--- config.mk ---
export PLATFORM = sky130hd
export DESIGN_NAME = fetch_unit
export DESIGN_NICKNAME = d
export VERILOG_FILES = /design/src/rtl/fetch_unit.sv
export SDC_FILE = /design/constraint.sdc
export NUM_CORES = 1
export LEC_CHECK = 0
export ABC_AREA = 1
export CAP_MARGIN = 5
export CORE_MARGIN = 1
export CORE_UTILIZATION = 25
export CTS_CLUSTER_SIZE = 40
export DETAILED_ROUTE_END_ITERATION = 6
export HOLD_SLACK_MARGIN = 0.1
export SKIP_CTS_REPAIR_TIMING = 1
export SKIP_LAST_GASP = 1
export SLEW_MARGIN = 10
export SYNTH_ARGS = -nofsm -noshare
export SYNTH_HDL_FRONTEND = slang
export SYNTH_SLANG_ARGS = --single-unit
--- constraint.sdc ---
create_clock -name clk -period 3 [get_ports clk]
set_clock_uncertainty 0.2 [all_clocks]
set_input_delay 0.9 -clock clk [delete_from_list [all_inputs] [get_ports clk]]
set_output_delay 0.9 -clock clk [all_outputs]
set_load 0.005 [all_outputs]
--- src/rtl/fetch_unit.sv ---
// fetch_unit: instruction fetch stage in front of a combinational instr_mem.
// Owns the program counter, queues fetched {pc, instr} pairs in a small
// in-order circular buffer, hands them to decode over valid/ready, accepts
// redirects from execute/branch logic and stops fetching at the halt word.
module fetch_unit #(
  parameter logic [31:0] RESET_PC   = 32'h0000_0000,
  parameter int          DEPTH      = 2,
  parameter logic [31:0] HALT_INSTR = 32'h0000_0073
) (
  input  logic        clk,
  input  logic        rst,
  output logic [31:0] PC,
  input  logic [31:0] instrCode,
  input  logic        redirect_valid,
  input  logic [31:0] redirect_pc,
  output logic        out_valid,
  input  logic        out_ready,
  output logic [31:0] out_instr,
  output logic [31:0] out_pc,
  output logic        halted
);

  localparam int PTR_W = $clog2(DEPTH);
  localparam int CNT_W = PTR_W + 1;
  localparam logic [CNT_W-1:0] DEPTH_CNT = CNT_W'(DEPTH);

  typedef enum logic [1:0] {
    ST_BOOT = 2'd0,
    ST_RUN  = 2'd1,
    ST_HALT = 2'd2
  } state_t;

  typedef struct packed {
    logic [31:0] pc;
    logic [31:0] instr;
  } entry_t;

  state_t           state_q, state_d;
  logic [31:0]      pc_q, pc_d;
  logic [PTR_W-1:0] rd_ptr_q, rd_ptr_d;
  logic [PTR_W-1:0] wr_ptr_q, wr_ptr_d;
  logic [CNT_W-1:0] count_q, count_d;
  entry_t           entry_q [DEPTH];
  entry_t           entry_d [DEPTH];

  logic             pop;
  logic             push;
  logic             redirect_take;
  logic             queue_full;
  logic             fetch_is_halt;
  logic [31:0]      redirect_target;
  entry_t           head;

  // Handshake and fetch qualifiers shared by the state, PC and queue logic.
  always_comb begin
    redirect_target = redirect_pc & ~32'h0000_0003;
    queue_full      = (count_q == DEPTH_CNT);
    pop             = out_valid && out_ready;
    redirect_take   = redirect_valid && (state_q != ST_BOOT);
    push            = (state_q == ST_RUN) && !redirect_valid && (!queue_full || pop);
    fetch_is_halt   = (instrCode == HALT_INSTR);
  end

  // Next-state logic: BOOT lasts one cycle, a pushed halt word parks the
  // fetcher in HALT, and a taken redirect always lands back in RUN.
  always_comb begin
    state_d = state_q;
    case (state_q)
      ST_BOOT: state_d = ST_RUN;
      ST_RUN: begin
        if (redirect_take) begin
          state_d = ST_RUN;
        end else if (push && fetch_is_halt) begin
          state_d = ST_HALT;
        end
      end
      ST_HALT: begin
        if (redirect_take) begin
          state_d = ST_RUN;
        end
      end
      default: state_d = ST_BOOT;
    endcase
  end

  // Program counter: redirect wins, otherwise step by one word per push
  // and let the add wrap naturally at the top of the address space.
  always_comb begin
    pc_d = pc_q;
    if (redirect_take) begin
      pc_d = redirect_target;
    end else if (push) begin
      pc_d = pc_q + 32'd4;
    end
  end

  // Queue bookkeeping: a redirect flushes everything (including any pop
  // decode thought it made this cycle); otherwise push at the tail and pop
  // at the head independently, adjusting the count only when they differ.
  always_comb begin
    rd_ptr_d = rd_ptr_q;
    wr_ptr_d = wr_ptr_q;
    count_d  = count_q;
    for (int i = 0; i < DEPTH; i++) begin
      entry_d[i] = entry_q[i];
    end
    if (redirect_take) begin
      rd_ptr_d = '0;
      wr_ptr_d = '0;
      count_d  = '0;
    end else begin
      if (push) begin
        entry_d[wr_ptr_q].pc    = pc_q;
        entry_d[wr_ptr_q].instr = instrCode;
        wr_ptr_d                = wr_ptr_q + PTR_W'(1);
      end
      if (pop) begin
        rd_ptr_d = rd_ptr_q + PTR_W'(1);
      end
      case ({push, pop})
        2'b10:   count_d = count_q + CNT_W'(1);
        2'b01:   count_d = count_q - CNT_W'(1);
        default: count_d = count_q;
      endcase
    end
  end

  // State register with synchronous active-low reset; reset also empties
  // the queue so nothing fetched before it can reach decode.
  always_ff @(posedge clk) begin
    if (!rst) begin
      state_q  <= ST_BOOT;
      pc_q     <= RESET_PC;
      rd_ptr_q <= '0;
      wr_ptr_q <= '0;
      count_q  <= '0;
      for (int i = 0; i < DEPTH; i++) begin
        entry_q[i] <= '0;
      end
    end else begin
      state_q  <= state_d;
      pc_q     <= pc_d;
      rd_ptr_q <= rd_ptr_d;
      wr_ptr_q <= wr_ptr_d;
      count_q  <= count_d;
      for (int i = 0; i < DEPTH; i++) begin
        entry_q[i] <= entry_d[i];
      end
    end
  end

  // Head outputs are forced to zero when the queue is empty so decode never
  // sees a stale entry left behind in the buffer.
  always_comb begin
    head      = entry_q[rd_ptr_q];
    out_valid = (count_q != '0);
    out_pc    = out_valid ? head.pc : 32'd0;
    out_instr = out_valid ? head.instr : 32'd0;
    PC        = pc_q;
    halted    = (state_q == ST_HALT);
  end

endmodule

* After elaboration in Yosys (flattened, before gate mapping)
Memories as Yosys holds them, arrays and structs flattened. A register that Yosys moved wholly into a read port is not among the register bits.
Index checks and enable logic that the tools add are counted.
** Operators by class
- Add/sub/neg operators :: 5
- Order comparisons :: 2
- Eq/ne operators :: 8
- Mux-type cells :: 23
- Bitwise operators :: 4
- Reduce and logical (&&, ||, !) cells :: 16
** Operators with widths (number)
- $bwmux 128 :: 2
- $mux 128 :: 2
- $mux 64 :: 3
- $mux 32 :: 5
- $demux 64 s1 :: 2
- $add 32x3->32 const B :: 1
- $eq 32x7->1 const B :: 1
- $reduce_bool 2->1 :: 4
- $eq 2x2->1 const B :: 3
- $logic_and 1x1->1 :: 6
- $mux 2 :: 3
- $pmux 2 s3 :: 1
- $eq 2x1->1 const B :: 2
- $mux 1 :: 4
- $pmux 2 s2 :: 1
- $ne 3x2->1 const B :: 1
- $add 1x1->1 const B :: 2
- $add 2x1->2 const B :: 1
- $ge 2x2->1 const B :: 1
- $logic_not 1->1 :: 2
- $logic_not 2->1 :: 1
- $lt 2x1->1 const B :: 1
- $ne 2x1->1 const B :: 1
- $not 1->2 :: 1
- 6 further kinds :: 7
** Word-level totals
- Register bits after elaboration :: 38
- Bits in writable memories :: 128
- Input bits :: 68
- Output and inout bits :: 98
- Word-level logic and storage cells :: 65
- Memories :: 1
** Memory list
- entry_q :: depth 2, bits a word 64, read ports 3, clocked after Yosys merged registers in 1, wr ports 2, RTL line 43 : entry_t entry_q [DEPTH];

* Depth between registers and ports, before layout
- Word-level depth :: 10
- Gate-level depth with buffers :: 11
- Gate-level depth less buffers :: 10

* Least setup slack after synthesis
Ideal clock, no wire load.
- Path type :: input -> register
- Start point :: in out_ready
- End point :: reg count_q[1]
- Setup time :: 0.117 ns
- Arrival time :: 1.868 ns
- Data required time :: 2.683 ns
- Setup slack :: 0.815 ns
- Stages :: 9
- Buffers on the path :: 0
- Cell sequence :: inv_1 > nand3_1 > nand2_2 > ha_1 > inv_1 > nand2_1 > nor2_1 > xnor2_1 > nor2_1
** Between the ends
- Longest elaborated chain between the ends :: 5
- Elaborated cells between the ends (all ways) :: 7
- Classes of those cells :: eq/ne (2); mux (1); reduce/logical (4)
** Ends and longest elaborated chain
- start, declared :: RTL line 17 : input logic out_ready,
- $logic_and 1x1->1 * :: RTL line 58 : pop = out_valid && out_ready;
- $logic_or 1x1->1 :: RTL line 60 : push = (state_q == ST_RUN) && !redirect_valid && (!queue_full || pop);
- $logic_and 1x1->1 :: RTL line 60
- $eq 2x1->1 / $eq 2x2->1 (equally long branches) :: RTL line 120 : case ({push, pop})
- $pmux 2 s2 / $reduce_bool 2->1 (equally long branches)
- end signal, assigned :: RTL line 145 : count_q <= count_d;
- end, declared :: RTL line 42 : logic [CNT_W-1:0] count_q, count_d;
Mark *: on every way between the ends. The rest lies on a longest branch, timed or not.
A chain may end at the register's enable or synchronous reset.

* Final worst setup path
- Start point :: reg count_q[0]
- End point :: out out_pc[21]
** Between the ends
- Longest elaborated chain between the ends :: 2
** Ends and longest elaborated chain
- $reduce_bool 2->1 :: RTL line 156 : out_valid = (count_q != '0);
- $mux 32 :: RTL line 157 : out_pc = out_valid ? head.pc : 32'd0;
- end, declared :: RTL line 19 : output logic [31:0] out_pc,
Every way passes these cells.

==> results.md <==
- Die Y-Extent: between 150 and 200 um
- Area share of the largest cell type after synthesis: 41.5%
- Max Cap Violations: 0
- Pwr dens: a little under 500 nW/um2
- # nets final: 1364
- Layout cells sized above 1: 8.11%
- Global-route wire length before repair: approximately 41000 um
- Initial antenna violation count: 1
- DIE WIDTH: 178 um
- Max Clk Rate: ~320 MHz
- Fin crit share: 104%
- Number of synthesized register bits: 161
- Hold endpoint: entry_q[1][30]
- CORE AREA: 30600 um2
- Die ar.: 31800 um2
- Antenna Cells: 0
- CP Capture Type: primary output
- H-tree depth: 4
- Seq/Total Area, Yosys: 41.5%
- Crit path max-delay cell type: clkdlybuf4s50_1
- DRC viols: 0
- Number of max-slew violations in the final report: 0
- Worst Tran Pin Value: between 500 and 600 ps
- Most frequent CP cell: buf_12
- Initial Util: 25.4%
- Drt first pass iters: 6
- Post-Syn Instances: about 1200
- TritonCTS clock tree: done
- Num ports: around 170
- Startpoint types: flop
- Min cycle time layout: 3130 ps
- Rows: 64
- Via-to-Cell Ratio: 4.77
- Cts bufs inserted: 17
- Worst R2R Path Depth: 10
- Ys Warns: 0
- Post-DP HPWL: between 15000 and 20000 um
- Failing checks: setup timing
- Clk slew on worst S/H paths: 60 ps
- Worst R2R End: PC[22]
- Synth cell types: 29
- Reg2reg setup slack: 810 ps
- Hold Crit Class: flop to flop
- DP Area: 9880 um2
- Hold Path Depth: 2
- Sink Count: about 160
- Avg Inst Size Synth: between 6 and 7 um2
- Delay-heaviest family, CP: buffers and inverters
- LEAKAGE: 4.69 nW
- Data arrival time of the critical path: 2030 ps
- Port-buffer cells: 159
- Worst-Skew Late Latency: 430 ps
- Yosys top cell by area: dfxtp_1
- GRT Util Overall: 16.4%
- VDD IR max: ~0.00036 V
- Final instance area: 10800 um2
- Iter 0 DRT Violations: 591
- Outcome: complete, but fails checks
- Setup CP Type: flop to primary output
- Post-DRT Antenna Nets: 0
- Ranking of synthesized cells by area: dfxtp_1, a21oi_1, nand2_1
- Endpoints failing hold: 0
- Min-delay src: entry_q[1][30]
- Asr flop ratio synth: 0%
- Vias in the first global route: 7435
- Main synth FF type: dfxtp_1
- RSZ-0062 raised after global routing: yes
- Average wire per cell in the routed design: 15.7 um
- Relative slew slack: 60.3%
- Root Driver: clkbuf_16
- Total global routing overflow: 0
- GPL Wtd Cong: 0.900
- Non-Filler Instances: 1703
- Final setup margin: -134 ps
- # placed instances: approximately 1700
- DRT Wirelength: 26700 um
- CTS Buffer Depth: 2
- Peak fanout along the critical path: 11
- Fin util: 35.2%
- Top cells by count, synth: a21oi_1, nand2_1, dfxtp_1, o21ai_0, nand3_1
- P&R area growth vs syn: 38.7%
- Worst path cell trace: nor2_2 > inv_2 > buf_12 > buf_12 > o21ai_0 > a21oi_1 > clkdlybuf4s50_1
- Top-count cell post-synth: a21oi_1
- Required @ worst endpoint: 1900 ps
- Final setup viols: 6
- Worst path max stage delay: 570 ps
- Largest net degree at the start of global routing: between 80 and 90
- Post-synth EDFFs: 0
- Vias after detailed routing: 8121
- Worst Path Buf+Inv: 4
- Worst reg2reg startpoint: PC[3]
- Synthesized cell area: 7770 um2
-- layout make-up --
cell class	instances	area [um2]
fillers	3305	19800
multi-input cells	803	3740
flip-flops and latches	161	3230
repair buffers	204	2320
well taps	396	495
clock buffers	18	439
inverters	107	402
clock inverters	14	154
-- metrics by stage --
step           worst slack [ps]  total power, mW  TNS, ps  hold WS [ps]
2_1_floorplan               815             2.65        0           230
3_3_place_gp                132             3.01        0           237
3_5_place_dp                118             3.02        0           242
4_1_cts                    -314             5.24   -14900           252
5_1_grt                    -238             5.45    -1090           269
6_report                   -134             5.23     -372           250
-- power breakdown --
group | switching [mW] | total [mW] | internal, mW
clock | 0.956 | 2.22 | 1.26
combinational | 0.402 | 0.739 | 0.337
sequential | 0.0659 | 2.28 | 2.21
-- how the worst max path moves through the flow --
stage                   startpoint    endpoint  slack [ps]  cells past startpoint
detailed placement  redirect_valid      PC[14]         120                     10
global route            count_q[0]  out_pc[21]        -240                      7
CTS                     count_q[0]  out_pc[21]        -310                      6
finish                  count_q[0]  out_pc[21]        -130                      7
global placement    redirect_valid      PC[18]         130                     10
floorplan                out_ready  count_q[1]         810                      9
-- worst reg2reg max path: stages (launching register included) --
cell and delay [ps]:
dfxtp_1 470, ha_1 230, nand2_1 90, nor2_2 170, nand2_1 140, nor2_1 390
nand2_1 110, nand2_1 80, nand3_1 70, nand2_1 70, a21oi_1 50
-- cell usage in the layout (no fill, tap or decap), types with 3 or more instances in the layout --
cell / synthesis / routed
clkbuf_16: 0 / 18
nor2_2: 8 / 9
buf_4: 5 / 25
inv_1: 102 / 101
clkdlybuf4s50_1: 0 / 102
clkinv_2: 0 / 3
inv_2: 4 / 6
nor3_1: 6 / 6
nand4_1: 5 / 5
o21ai_1: 21 / 20
nand2_1: 211 / 211
a21oi_2: 0 / 5
dlymetal6s2s_1: 0 / 56
a21oi_1: 212 / 207
a31oi_1: 5 / 5
o211ai_1: 3 / 3
buf_12: 0 / 17
nand3_1: 108 / 108
conb_1: 1 / 4
nor2_1: 96 / 95
inv_6: 0 / 4
dfxtp_1: 161 / 158
o21ai_0: 112 / 112
-- state kept, by name, summed over array words and instances, names as in the netlist, named ones only --
signal / cells
PC: 30
rd_ptr_q: 1
wr_ptr_q: 1
count_q: 2
entry_q: 124
state_q: 2
-- kinds of logic (layout without fill, tap and decap cells) --
kind of cell,Yosys count,count (layout),share of synthesized area (%)
buffers and inverters,190,343,11.0
xor gates and xnor gates,3,3,0.338
other,1,4,0.0482
and+or+nand+nor,440,440,23.8
AOI/OAI and AO/OA,354,354,23.0
adders and majority gates,2,2,0.322
DFF,161,161,41.5
-- layer usage --
metal  GRT usage (%)  up-vias  wire [um]
li1                -     4091          -
met5               0        -          0
met2            26.7      266      12400
met4            4.13        0        285
met3            2.71       19       1750
met1            22.4     3745      12200
No activity file was read; power rests on OpenSTA's default activity.
